$ cat config.mk
export PLATFORM = sky130hd
export DESIGN_NAME = instr_fetch_unit_flat
export DESIGN_NICKNAME = d
export VERILOG_FILES = /design/src/rtl/instr_fetch_unit_pkg.sv /design/src/rtl/instr_fetch_unit_if.sv /design/src/rtl/instr_fetch_unit_fetch_queue.sv /design/src/rtl/instr_fetch_unit.sv /design/src/flat_wrapper.sv
export SDC_FILE = /design/constraint.sdc
export NUM_CORES = 1
export LEC_CHECK = 0
export CAP_MARGIN = 5
export CORE_MARGIN = 2
export CORE_UTILIZATION = 50
export DETAILED_ROUTE_END_ITERATION = 8
export PLACE_DENSITY = 0.82
export SLEW_MARGIN = 40
export SYNTH_ARGS = -nofsm -noshare
export SYNTH_HDL_FRONTEND = slang
export SYNTH_SLANG_ARGS = --single-unit
$ cat constraint.sdc
create_clock -name clk -period 3.6 [get_ports clk]
set_input_delay 0.9 -clock clk [delete_from_list [all_inputs] [get_ports clk]]
set_output_delay 0.9 -clock clk [all_outputs]
set_load 0.02 [all_outputs]
$ cat src/rtl/instr_fetch_unit_pkg.sv
// Shared types and constants for the instruction fetch front end.
package riscv_fetch_pkg;

  localparam int          ILEN             = 32;
  localparam logic [31:0] RESET_PC_DEFAULT = 32'h0000_0000;
  localparam int          INSTR_BYTES      = 4;

  typedef struct packed {
    logic [ILEN-1:0] pc;
    logic [ILEN-1:0] instr;
  } fetch_entry_t;

  function automatic logic [ILEN-1:0] pc_next(input logic [ILEN-1:0] pc);
    return pc + ILEN'(INSTR_BYTES);
  endfunction

  function automatic logic [ILEN-1:0] pc_align(input logic [ILEN-1:0] pc);
    return {pc[ILEN-1:2], 2'b00};
  endfunction

endpackage

$ cat src/rtl/instr_fetch_unit_if.sv
// Fetch unit bundle: imem request/response, decode handoff and redirect.
interface instr_fetch_unit_if #(
  parameter int W = 32
);
  logic         imem_req_valid;
  logic         imem_req_ready;
  logic [W-1:0] imem_addr;
  logic         imem_rsp_valid;
  logic [W-1:0] imem_rsp_data;
  logic         instr_valid;
  logic         instr_ready;
  logic [W-1:0] Instr;
  logic [W-1:0] instr_pc;
  logic         redirect;
  logic [W-1:0] redirect_pc;

  modport master (
    output imem_req_valid, imem_addr, instr_valid, Instr, instr_pc,
    input  imem_req_ready, imem_rsp_valid, imem_rsp_data, instr_ready,
           redirect, redirect_pc
  );

  modport slave (
    input  imem_req_valid, imem_addr, instr_valid, Instr, instr_pc,
    output imem_req_ready, imem_rsp_valid, imem_rsp_data, instr_ready,
           redirect, redirect_pc
  );
endinterface

$ cat src/rtl/instr_fetch_unit_fetch_queue.sv
// In-order response queue; head reads as zero while empty, flush wins over push/pop.
module fetch_queue
  import riscv_fetch_pkg::*;
#(
  parameter  int DEPTH = 4,
  localparam int AW    = $clog2(DEPTH),
  localparam int CW    = AW + 1
)(
  input  logic         clk,
  input  logic         rst,
  input  logic         push,
  input  fetch_entry_t push_data,
  input  logic         pop,
  input  logic         flush,
  output fetch_entry_t head,
  output logic         empty,
  output logic         full,
  output logic [CW-1:0] count
);

  fetch_entry_t    r_mem [DEPTH];
  logic [AW-1:0]   r_wr_ptr;
  logic [AW-1:0]   r_rd_ptr;
  logic [CW-1:0]   r_count;
  logic            w_push_ok;
  logic            w_pop_ok;

  assign empty = (r_count == '0);
  assign full  = (r_count == CW'(DEPTH));
  assign count = r_count;

  // A pop frees the full slot in the same cycle, so push-while-full is legal alongside it.
  assign w_push_ok = push && (!full || pop);
  assign w_pop_ok  = pop && !empty;

  always_ff @(posedge clk) begin
    if (rst || flush) begin
      r_wr_ptr <= '0;
      r_rd_ptr <= '0;
      r_count  <= '0;
    end else begin
      if (w_push_ok) r_wr_ptr <= r_wr_ptr + AW'(1);
      if (w_pop_ok)  r_rd_ptr <= r_rd_ptr + AW'(1);
      r_count <= r_count + CW'(w_push_ok) - CW'(w_pop_ok);
    end
  end

  always_ff @(posedge clk) begin
    if (w_push_ok && !flush) r_mem[r_wr_ptr] <= push_data;
  end

  assign head = empty ? '0 : r_mem[r_rd_ptr];

endmodule

$ cat src/rtl/instr_fetch_unit.sv
// Fetch front end: sequential PC generation, credit-limited imem requests,
// in-order response queue and redirect flush with stale-response dropping.
module instr_fetch_unit
  import riscv_fetch_pkg::*;
#(
  parameter int           W        = ILEN,
  parameter int           DEPTH    = 4,
  parameter logic [W-1:0] RESET_PC = RESET_PC_DEFAULT
)(
  input logic                clk,
  input logic                rst,
  instr_fetch_unit_if.master bus
);

  localparam int            CW      = $clog2(DEPTH) + 1;
  localparam logic [CW:0]   DEPTH_C = (CW+1)'(DEPTH);

  logic [W-1:0]  r_fetch_pc;
  logic [W-1:0]  r_rsp_pc;
  logic [CW-1:0] r_outstanding;
  logic [CW-1:0] r_drop_cnt;

  logic [CW-1:0] w_count;
  logic [CW:0]   w_inflight;
  logic [CW-1:0] w_out_nxt;
  logic          w_credit_ok;
  logic          w_req_fire;
  logic          w_rsp_drop;
  logic          w_push;
  logic          w_pop;
  logic          w_empty;
  logic          w_full;
  fetch_entry_t  w_push_entry;
  fetch_entry_t  w_head;

  // Queued plus outstanding fetches never exceed DEPTH, so every response has a slot.
  assign w_inflight  = {1'b0, w_count} + {1'b0, r_outstanding};
  assign w_credit_ok = (w_inflight < DEPTH_C);

  assign bus.imem_req_valid = !rst && !bus.redirect && w_credit_ok;
  assign bus.imem_addr      = r_fetch_pc;

  assign w_req_fire = bus.imem_req_valid && bus.imem_req_ready;
  assign w_rsp_drop = bus.imem_rsp_valid && (r_drop_cnt != '0);
  assign w_push     = bus.imem_rsp_valid && (r_drop_cnt == '0) && !bus.redirect;
  assign w_pop      = bus.instr_valid && bus.instr_ready && !bus.redirect;

  always_comb begin
    w_out_nxt = r_outstanding;
    if (w_req_fire)         w_out_nxt = w_out_nxt + CW'(1);
    if (bus.imem_rsp_valid) w_out_nxt = w_out_nxt - CW'(1);
  end

  always_comb begin
    w_push_entry       = '0;
    w_push_entry.pc    = r_rsp_pc;
    w_push_entry.instr = bus.imem_rsp_data;
  end

  always_ff @(posedge clk) begin
    if (rst) begin
      r_fetch_pc    <= RESET_PC;
      r_rsp_pc      <= RESET_PC;
      r_outstanding <= '0;
      r_drop_cnt    <= '0;
    end else begin
      r_outstanding <= w_out_nxt;
      if (bus.redirect) begin
        // Everything still in flight after this cycle belongs to the old path.
        r_fetch_pc <= pc_align(bus.redirect_pc);
        r_rsp_pc   <= pc_align(bus.redirect_pc);
        r_drop_cnt <= w_out_nxt;
      end else begin
        if (w_req_fire) r_fetch_pc <= pc_next(r_fetch_pc);
        if (w_rsp_drop)  r_drop_cnt <= r_drop_cnt - CW'(1);
        else if (w_push) r_rsp_pc   <= pc_next(r_rsp_pc);
      end
    end
  end

  fetch_queue #(
    .DEPTH (DEPTH)
  ) u_queue (
    .clk       (clk),
    .rst       (rst),
    .push      (w_push),
    .push_data (w_push_entry),
    .pop       (w_pop),
    .flush     (bus.redirect),
    .head      (w_head),
    .empty     (w_empty),
    .full      (w_full),
    .count     (w_count)
  );

  assign bus.instr_valid = !w_empty;
  assign bus.Instr       = w_head.instr;
  assign bus.instr_pc    = w_head.pc;

`ifndef SYNTHESIS
  always @(posedge clk) begin
    if (!rst) begin
      assert (!(w_push && w_full && !w_pop));
      assert (!(bus.imem_rsp_valid && r_outstanding == '0));
      assert (r_outstanding <= CW'(DEPTH));
    end
  end
`endif

endmodule
$ cat src/flat_wrapper.sv
// flat-port wrapper written by rule: the top's interface ports become plain ports
module instr_fetch_unit_flat import riscv_fetch_pkg::*;
#(
  parameter int           W        = ILEN,
  parameter int           DEPTH    = 4,
  parameter logic [W-1:0] RESET_PC = RESET_PC_DEFAULT
)
  (clk, rst, bus_imem_req_valid, bus_imem_addr, bus_instr_valid, bus_Instr, bus_instr_pc, bus_imem_req_ready, bus_imem_rsp_valid, bus_imem_rsp_data, bus_instr_ready, bus_redirect, bus_redirect_pc);
  instr_fetch_unit_if #(.W(W)) bus_i ();
  input logic clk;
  input logic rst;
  output wire logic [$bits(bus_i.imem_req_valid)-1:0] bus_imem_req_valid;
  output wire logic [$bits(bus_i.imem_addr)-1:0] bus_imem_addr;
  output wire logic [$bits(bus_i.instr_valid)-1:0] bus_instr_valid;
  output wire logic [$bits(bus_i.Instr)-1:0] bus_Instr;
  output wire logic [$bits(bus_i.instr_pc)-1:0] bus_instr_pc;
  input wire logic [$bits(bus_i.imem_req_ready)-1:0] bus_imem_req_ready;
  input wire logic [$bits(bus_i.imem_rsp_valid)-1:0] bus_imem_rsp_valid;
  input wire logic [$bits(bus_i.imem_rsp_data)-1:0] bus_imem_rsp_data;
  input wire logic [$bits(bus_i.instr_ready)-1:0] bus_instr_ready;
  input wire logic [$bits(bus_i.redirect)-1:0] bus_redirect;
  input wire logic [$bits(bus_i.redirect_pc)-1:0] bus_redirect_pc;
  assign bus_imem_req_valid = bus_i.imem_req_valid;
  assign bus_imem_addr = bus_i.imem_addr;
  assign bus_instr_valid = bus_i.instr_valid;
  assign bus_Instr = bus_i.Instr;
  assign bus_instr_pc = bus_i.instr_pc;
  assign bus_i.imem_req_ready = bus_imem_req_ready;
  assign bus_i.imem_rsp_valid = bus_imem_rsp_valid;
  assign bus_i.imem_rsp_data = bus_imem_rsp_data;
  assign bus_i.instr_ready = bus_instr_ready;
  assign bus_i.redirect = bus_redirect;
  assign bus_i.redirect_pc = bus_redirect_pc;
  instr_fetch_unit #(.W(W), .DEPTH(DEPTH), .RESET_PC(RESET_PC)) u_core (.clk(clk), .rst(rst), .bus(bus_i));
endmodule
After elaboration in Yosys (flattened, before gate mapping)
Memory sizes are Yosys's and may differ from the RTL's. A register that Yosys moved wholly into a read port is not among the register bits.
Cells that the tools add are included.

word-level totals
  bits in registers = 77
  bits in writable memories = 256
  output and inout bits = 98
  logic and storage cells = 64
  memories = 1

operators by class
  add/sub/neg operators = 10
  magnitude comparators = 1
  eq/ne operators = 2
  muxes and demuxes = 14
  bitwise operators = 1
  reductions and logical operators = 26

memory list
  memory                words  bits a word  rd ports  clocked after memory_dff  write ports  line                                source
  u_core.u_queue.r_mem  4      64           1         1                         1            instr_fetch_unit_fetch_queue.sv:21  fetch_entry_t r_mem [DEPTH];

operators by type and width
  kind                   count
  $mux 32                5
  $add 32x3->32 const B  2
  $mux 64                1
  $mux 3                 4
  $logic_and 1x1->1      11
  $logic_not 3->1        2
  $reduce_bool 2->1      3
  $sub 3x1->3 const B    2
  $add 2x1->2 const B    2
  $add 3x3->4            1
  $logic_not 1->1        4
  $lt 4x3->1 const B     1
  $mux 2                 2
  $reduce_and 2->1       2
  $add 3x1->3            1
  $add 3x1->3 const B    1
  $eq 3x3->1 const B     1
  $reduce_bool 3->1      1
  $sub 3x1->3            1
  $logic_or 1x1->1       2
  $mux 1                 2
  $ne 2x2->1 const B     1
  $reduce_or 2->1        1
  $not 1->1              1

Longest topological paths before layout
Gate-level depths: netlist of the first run.

  word-level depth = 9
  mapped depth = 12
  depth with buffers taken out = 12

Hierarchy
A second synthesis of the first run with hierarchy kept.

second synthesis, totals
  cells, all modules = 928
  area, all modules = 14033.5 um2

by module, submodules not included
  module            times used  cells an instance  area each (um2)
  fetch_queue       1           455                10178.5
  instr_fetch_unit  1           473                3854.9

Worst setup path after synthesis of the first run
Ideal clock, no wire load.

  kind = input -> register
  start point = input bus_imem_rsp_valid
  end point = memory u_core.u_queue.r_mem[1][0] (netlist name), enable pin
  setup time = 0.426 ns
  arrival time = 3.167 ns
  slack = 0.006 ns
  stages = 4
  cell sequence = buf_6 > nand3b_4 > nor3_1 > and2_1

on the way
  longest elaborated chain between the ends = 6

ends and longest elaborated chain
  item                             line                                source
  start: declaration               flat_wrapper.sv:18                  input wire logic [$bits(bus_i.imem_rsp_valid)-1:0] bus_imem_rsp_valid;
  $logic_and 1x1->1 (2 in series)  instr_fetch_unit.sv:45              assign w_push = bus.imem_rsp_valid && (r_drop_cnt == '0) && !bus.redirect;
  $logic_and 1x1->1                instr_fetch_unit_fetch_queue.sv:33  assign w_push_ok = push && (!full || pop);
  $logic_and 1x1->1                instr_fetch_unit_fetch_queue.sv:49  if (w_push_ok && !flush) r_mem[r_wr_ptr] <= push_data;
  $mux 1                           instr_fetch_unit_fetch_queue.sv:49
  $mux 1 (not written as such)     instr_fetch_unit_fetch_queue.sv:49
  end: declaration                 instr_fetch_unit_fetch_queue.sv:21

No other way between the ends.

==> results.sh, run 1 <==
export IMPL_critical_path_peak_fanout=21
export IMPL_synth_cells=914
export IMPL_worst_hold_startpoint="u_core.u_queue.r_rd_ptr[1]$_SDFFE_PP0P_"
export IMPL_ys_types=59
export IMPL_layout_cells_excl_fill=1447
export IMPL_seqCellArea_um2=8950
export IMPL_ys_warn_count=0
export IMPL_total_cts_buffers=34
export IMPL_synthesized_area_um2=13600
export IMPL_core_area_um2=26900
export IMPL_outcome="completed"
export IMPL_setup_worst_path_end_class="output pin"
export IMPL_grt_first_pass_wirelength_um=44400
export IMPL_finalWeightedCongestion=0.851
export IMPL_post_route_cells_drive_above_1_share_pct=14.8
export IMPL_critical_path_reg2reg_startpoint="u_core.u_queue.count[1]$_SDFF_PP0_"
export IMPL_post_cts_repair_resize_count=0
export IMPL_worstPathRequired_ns=2.70
export IMPL_hold_ws_ns=0.533
export IMPL_postSynthAreaPerCell_um2=14.9
export IMPL_setup_violations_final=0
export IMPL_tritoncts="yes"
export IMPL_grt_max_degree=65
export IMPL_multi_input_area_um2=4320
export IMPL_library_cell_used_as_clock_root_buffer="sky130_fd_sc_hd__clkbuf_16"
export IMPL_final_cell_area_um2=16800
export IMPL_detail_route_wl_per_cell_um=19.5
export IMPL_yosys_register_bits=323
export IMPL_crit_path_max_incr_delay_ns=0.61
export IMPL_hpwl_um=18100
export IMPL_layout_cells_most_common_list="sky130_fd_sc_hd__edfxtp_1 (248), sky130_fd_sc_hd__clkdlybuf4s50_1 (160), sky130_fd_sc_hd__dfxtp_1 (73)"
export IMPL_achievable_frequency_ghz=0.286
export IMPL_routed_wl_um=28200
export IMPL_die_h_um=169
export IMPL_fp_row_count=60
export IMPL_route_antenna_remaining_nets=0
export IMPL_detailedRoute_firstPassIterationCount=5
export IMPL_seq_area_frac_synth_pct=65.7
export IMPL_number_of_hold_buffers_added_after_cts=0
export IMPL_post_place_instance_area_um2=15700
export IMPL_fin_nets=1168
export IMPL_path_class="register to output pin"
export IMPL_leakage_power_nw=5.50
export IMPL_critical_path_cell_chain="buf_4 > mux4_2 > and2_1 > clkdlybuf4s50_1"
export IMPL_period_minus_slack_ns=3.49
export IMPL_die_area_um2=28600
export IMPL_worst_slew_pin_transition_ns=0.713
export IMPL_num_io_pins=168
export IMPL_pwr_cell_area_nw_per_um2=496
export IMPL_drt_drc_violations_left=0
export IMPL_total_count_of_hold_check_failures_in_the_final_report=0
export IMPL_number_of_enable_type_register_cells_in_the_synthesized_netlist=248
export IMPL_setup_tns_final_ns=0
export IMPL_worst_setup_hold_path_clk_slew_ns=0.06
export IMPL_grt_pass1_vias=8170
export IMPL_clock_skew_ns=0.0104
export IMPL_num_antenna_cells=0
export IMPL_postSynth_asyncResetShare_pct=0
export IMPL_start_kind="register"
export IMPL_drt_iter0_drc=623
export IMPL_critPathBufInv=2
export IMPL_port_buffers=161
export IMPL_post_cts_repair_setup_buffers=0
export IMPL_post_drt_via_cell_ratio=5.73
export IMPL_detailroute_via_count=8298
export IMPL_syn2layout_area_growth_pct=23.3
export IMPL_max_capacitance_violation_count=0
export IMPL_path_delay_family="buffers and inverters"
export IMPL_setup_repair_after_global_routing_missed_its_margin="false"
export IMPL_fill_cells=1946
export IMPL_synth_main_ff_cell="sky130_fd_sc_hd__edfxtp_1"
export IMPL_maxSlewHeadroom_pct=52.1
export IMPL_initial_core_util_pct=50.7
export IMPL_final_min_period_over_clock_period_pct=97.1
export IMPL_critical_path_cell_with_the_highest_stage_delay="sky130_fd_sc_hd__mux4_2"
export IMPL_worst_skew_pair_late_latency_ns=0.50
export IMPL_irDropWorstVdd_mv=0.253
export IMPL_ctsHtreeMaxLevel=2
export IMPL_timing_max_transition_violations_final=0
export IMPL_dp_cells=1388
export IMPL_cts_sinks=323
export IMPL_grt_use_total_pct=19.9
export IMPL_layout_cells_most_common="sky130_fd_sc_hd__edfxtp_1"
export IMPL_worst_hold_path_type="register to register"
export IMPL_cp_data_arrival_time_ns=2.59
export IMPL_antenna_violations_before_repair=0
export IMPL_grt_ovfl_total=0
export IMPL_clock_tree_buffer_depth=3
export IMPL_chipWidth_um=169
==> cell usage after synthesis, drive strengths merged, types with 7 or more instances <==
library cell,n,share of area [%]
a211oi,16,0.96
a21oi,30,1.1
a31oi,17,0.78
and2,71,3.3
and3,7,0.32
buf,19,0.89
clkbuf,37,1.3
dfxtp,75,11
edfxtp,248,55
ha,14,1.3
inv,20,0.55
mux2i,7,0.51
mux4,62,10
nand2,46,1.3
nand3,26,0.96
nand4,24,1.1
nor2,54,1.5
nor3,16,0.62
nor4,11,0.69
o21ai,14,0.51
xnor2,23,1.5
xor2,15,0.96
==> worst paths after layout <==
kind	to	cells after the start	slack, ns
setup / recovery	bus_instr_pc[29]	4	0.11
hold / removal	u_core.u_queue.r_rd_ptr[1]$_SDFFE_PP0P_	2	0.53
setup reg to reg	u_core.u_queue.count[2]$_SDFF_PP0_	10	1.06
hold reg to reg	u_core.u_queue.r_rd_ptr[1]$_SDFFE_PP0P_	2	0.53
==> logic make-up after synthesis <==
| logic type | count (synthesis) | share of synthesized area (%) |
|---|---|---|
| compound gates | 108 | 5.23 |
| xor+xnor | 38 | 2.44 |
| fa+ha+maj | 15 | 1.43 |
| buf+inv | 76 | 2.76 |
| flops | 323 | 65.7 |
| mux | 74 | 11.2 |
| other cells | 1 | 0.0275 |
| simple gates | 279 | 11.2 |
==> stage by stage <==
step           util [%]  power [W]  setup WS (ns)
2_1_floorplan         -    0.00468        0.00637
3_3_place_gp       58.4    0.00498          0.199
3_5_place_dp       58.4    0.00500          0.227
4_1_cts            62.5    0.00841         0.0330
5_1_grt            62.5    0.00860        0.00757
6_report           62.5    0.00832          0.106
==> area by class of cell <==
| cell class | instances | area share [%] |
|---|---|---|
| Multi-Input combinational cell | 518 | 25.7 |
| Inverter | 20 | 0.447 |
| Sequential cell | 323 | 53.3 |
| Clock buffer | 50 | 5.94 |
| Tap cell | 341 | 2.54 |
| Timing Repair Buffer | 186 | 11.4 |
| Clock inverter | 9 | 0.589 |
==> where the power goes <==
| group | leakage, nW | switching [W] | internal [W] | total, W |
|---|---|---|---|---|
| clock | 0.546 | 0.00134 | 0.00207 | 0.00340 |
| combinational | 2.07 | 0.000348 | 0.000333 | 0.000682 |
| sequential | 2.88 | 0.000109 | 0.00413 | 0.00424 |
| total | 5.50 | 0.00179 | 0.00653 | 0.00832 |
==> sequential cells by signal (all words and copies together), names as in the netlist, named ones only <==
| register | count |
|---|---|
| u_core.r_drop_cnt | 3 |
| u_core.u_queue.count | 3 |
| u_core.r_outstanding | 3 |
| u_core.bus.imem_addr | 30 |
| u_core.u_queue.r_wr_ptr | 2 |
| u_core.r_rsp_pc | 30 |
| u_core.u_queue.r_rd_ptr | 2 |
| u_core.u_queue.r_mem | 248 |
==> worst register-to-register path: cells and delay by family, from the launching register on <==
kind / cells / cell delay, ns
buf+inv: 1 / 0.03
fa+ha+maj: 3 / 0.82
xor+xnor: 2 / 0.30
flops: 1 / 0.36
simple gates: 4 / 0.91
==> metal layers <==
layer	part of all wire, %	vias up	track usage, %
li1	-	3837	-
met1	44	4091	28.5
met2	47	322	31.7
met3	6.9	48	3.67
met4	2.1	0	5.46
met5	0	-	0
Note: power is estimated with default switching activity, not from simulation.
==> run 2, diff against run 1 <==
--- a/config.mk
+++ b/config.mk
@@ -10,6 +10,7 @@
 export CORE_UTILIZATION = 50
 export DETAILED_ROUTE_END_ITERATION = 8
 export PLACE_DENSITY = 0.82
+export SETUP_SLACK_MARGIN = 0.4
 export SLEW_MARGIN = 40
 export SYNTH_ARGS = -nofsm -noshare
 export SYNTH_HDL_FRONTEND = slang
==> results.sh, run 2 (same netlist as run 1, synthesis figures left out) <==
export IMPL_outcome="completed"
export IMPL_registers_top_by_ff_count="u_core.u_queue.r_mem"
export IMPL_grt_max_degree=65
export IMPL_clock_tree_buffer_depth=3
export IMPL_library_cell_used_as_clock_root_buffer="sky130_fd_sc_hd__clkbuf_16"
export IMPL_critical_path_cell_with_the_highest_stage_delay="sky130_fd_sc_hd__or3_4"
export IMPL_worst_slew_pin_transition_ns=0.748
export IMPL_die_h_um=169
export IMPL_achievable_frequency_ghz=0.313
export IMPL_worst_hold_path_type="register to register"
export IMPL_syn2layout_area_growth_pct=23.9
export IMPL_share_clk_of_total_power_pct=40.8
export IMPL_path_class="register to output pin"
export IMPL_num_antenna_cells=0
export IMPL_worst_hold_startpoint="u_core.bus.imem_addr[14]$_SDFFE_PP0P_"
export IMPL_routed_wl_um=29700
export IMPL_setup_worst_path_end_class="output pin"
export IMPL_hold_end="u_core.bus.imem_addr[14]$_SDFFE_PP0P_"
export IMPL_grt_use_total_pct=20.2
export IMPL_p_int_w=0.00651
export IMPL_critical_path_reg2reg_startpoint="u_core.u_queue.count[1]$_SDFF_PP0_"
export IMPL_critPathBufInv=2
export IMPL_setup_tns_final_ns=0
export IMPL_total_switching_power_w=0.00179
export IMPL_crit_path_max_incr_delay_ns=0.59
export IMPL_clock_skew_ns=0.0154
export IMPL_chipWidth_um=169
export IMPL_cp_data_arrival_time_ns=2.29
export IMPL_worst_setup_hold_path_clk_slew_ns=0.07
export IMPL_layout_cells_most_common_list="sky130_fd_sc_hd__edfxtp_1 (248), sky130_fd_sc_hd__clkdlybuf4s50_1 (97), sky130_fd_sc_hd__dfxtp_1 (73)"
export IMPL_combinationalPowerShare_pct=8.1
export IMPL_fin_nets=1177
export IMPL_fill_cells=1967
export IMPL_max_capacitance_violation_count=0
export IMPL_grt_ovfl_total=0
export IMPL_detailroute_via_count=8472
export IMPL_grt_pass1_vias=8203
export IMPL_leakage_power_nw=5.79
export IMPL_path_delay_family="buffers and inverters"
export IMPL_timing_max_transition_violations_final=0
export IMPL_postLayoutSetupSlackWorst_ns=0.410
export IMPL_ff2ff_path_depth=8
export IMPL_pwr_cell_area_nw_per_um2=492
export IMPL_initial_core_util_pct=50.7
export IMPL_drt_drc_violations_left=0
export IMPL_antenna_violations_before_repair=0
export IMPL_r2r_setup_slack_ns=1.04
export IMPL_total_count_of_hold_check_failures_in_the_final_report=0
export IMPL_detail_route_wl_per_cell_um=20.4
export IMPL_post_drt_via_cell_ratio=5.82
export IMPL_seq_power_share_pct=51.1
export IMPL_route_antenna_remaining_nets=0
export IMPL_totalPowerFinal_w=0.00831
export IMPL_largest_register_ff_count=248
export IMPL_preCtsSetupSlack_ns=0.214
export IMPL_fp_row_count=60
export IMPL_final_cell_area_um2=16900
export IMPL_maxSlewHeadroom_pct=49.7
export IMPL_irDropWorstVdd_mv=0.314
export IMPL_ctsHtreeMaxLevel=1
export IMPL_power_switching_fraction_pct=21.6
export IMPL_hold_path_cell_count=2
export IMPL_worst_skew_pair_late_latency_ns=0.55
export IMPL_detailedRoute_firstPassIterationCount=5
export IMPL_critical_path_peak_fanout=32
export IMPL_drt_iter0_drc=674
export IMPL_port_buffers=161
export IMPL_post_route_cells_drive_above_1_share_pct=16.8
export IMPL_setup_repair_after_global_routing_missed_its_margin="true"
export IMPL_num_io_pins=168
export IMPL_start_kind="register"
export IMPL_tritoncts="yes"
export IMPL_setup_violations_final=0
export IMPL_final_min_period_over_clock_period_pct=88.6
export IMPL_hpwl_um=17700
export IMPL_grt_first_pass_wirelength_um=45100
export IMPL_timing_rr_end="u_core.bus.imem_addr[20]$_SDFFE_PP0P_"
export IMPL_core_area_um2=26900
export IMPL_cts_sinks=323
export IMPL_finalCoreUtilization_pct=62.8
export IMPL_post_place_instance_area_um2=15700
export IMPL_die_area_um2=28600
export IMPL_total_cts_buffers=30
export IMPL_critical_path_cell_chain="or3_4 > buf_4 > clkdlybuf4s50_1"
export IMPL_period_minus_slack_ns=3.19
export IMPL_finalWeightedCongestion=0.866
export IMPL_worstPathRequired_ns=2.70
export IMPL_layout_cells_most_common="sky130_fd_sc_hd__edfxtp_1"
-- run 2: cell types whose count changed in the layout (fill, tap and decap cells not counted), moves of 4 or more --
cell and delta:
sky130_fd_sc_hd__buf_16 +4, sky130_fd_sc_hd__clkbuf_2 +8, sky130_fd_sc_hd__bufinv_16 +4, sky130_fd_sc_hd__clkdlybuf4s15_1 +15
sky130_fd_sc_hd__dlygate4sd2_1 +38, sky130_fd_sc_hd__clkdlybuf4s50_1 -63, sky130_fd_sc_hd__clkbuf_16 -4, sky130_fd_sc_hd__buf_4 +6
-- run 2: cell type report --
class / count / area (um^2) / area share [%]
Clock buffer: 39 / 837 / 4.96
Timing Repair Buffer: 198 / 2010 / 11.9
Sequential cell: 323 / 8960 / 53.1
Tap cell: 341 / 427 / 2.53
Multi-Input combinational cell: 519 / 4340 / 25.7
Clock inverter: 16 / 234 / 1.39
Inverter: 20 / 75.1 / 0.445
-- run 2: layer usage --
layer	track usage [%]	vias up	share of wire, %
li1	-	3852	-
met1	28.7	4200	43
met2	33.2	370	48
met3	2.88	50	7.5
met4	5.05	0	2.1
met5	0	-	0
-- run 2: repair_timing --
item / CTS / global route
setup buffers: 3 / 5
pin swaps: 1 / 1
gates resized for setup: 80 / 30
endpoints found under the hold margin: 0 / 0
cloned: 3 / 2
endpoints found under the setup margin: 64 / 28
hold buffers: 0 / 0
-- run 2: how the worst max path moves through the flow --
stage | end | slack (ns) | cells after the start | start
finish | bus_instr_valid | 0.41 | 3 | u_core.u_queue.count[0]$_SDFF_PP0_
floorplan | u_core.u_queue.count[2]$_SDFF_PP0_ | 0.59 | 11 | bus_imem_rsp_valid
global placement | bus_imem_req_valid | 0.20 | 4 | bus_redirect
global route | bus_instr_valid | 0.31 | 3 | u_core.u_queue.count[0]$_SDFF_PP0_
CTS | bus_instr_pc[7] | 0.33 | 5 | register
detailed placement | bus_imem_req_valid | 0.21 | 4 | bus_redirect
-- run 2: worst reg2reg max path, delay by kind of cell, from the launching register on --
family                   cells  cell delay [ns]
flip-flops                   1             0.42
buffers and inverters        2             0.39
adder cells (fa/ha/maj)      1             0.35
AND/OR/NAND/NOR              2             0.76
AO/OA/AOI/OAI                3             0.57
-- run 2: stage by stage --
step / hold slack [ns] / std cells
3_5_place_dp: 0.519 / 1388
2_1_floorplan: 0.481 / 917
5_1_grt: 0.568 / 1456
4_1_cts: 0.533 / 1449
6_report: 0.536 / 1456
3_3_place_gp: 0.502 / 1388
-- run 2: power groups by stage --
stage               clock network [W]  logic (W)  registers [W]
floorplan                           0   0.000373        0.00431
global placement                    0   0.000666        0.00431
detailed placement                  0   0.000677        0.00432
CTS                           0.00345   0.000670        0.00424
global route                  0.00357   0.000730        0.00426
finish                        0.00339   0.000673        0.00424
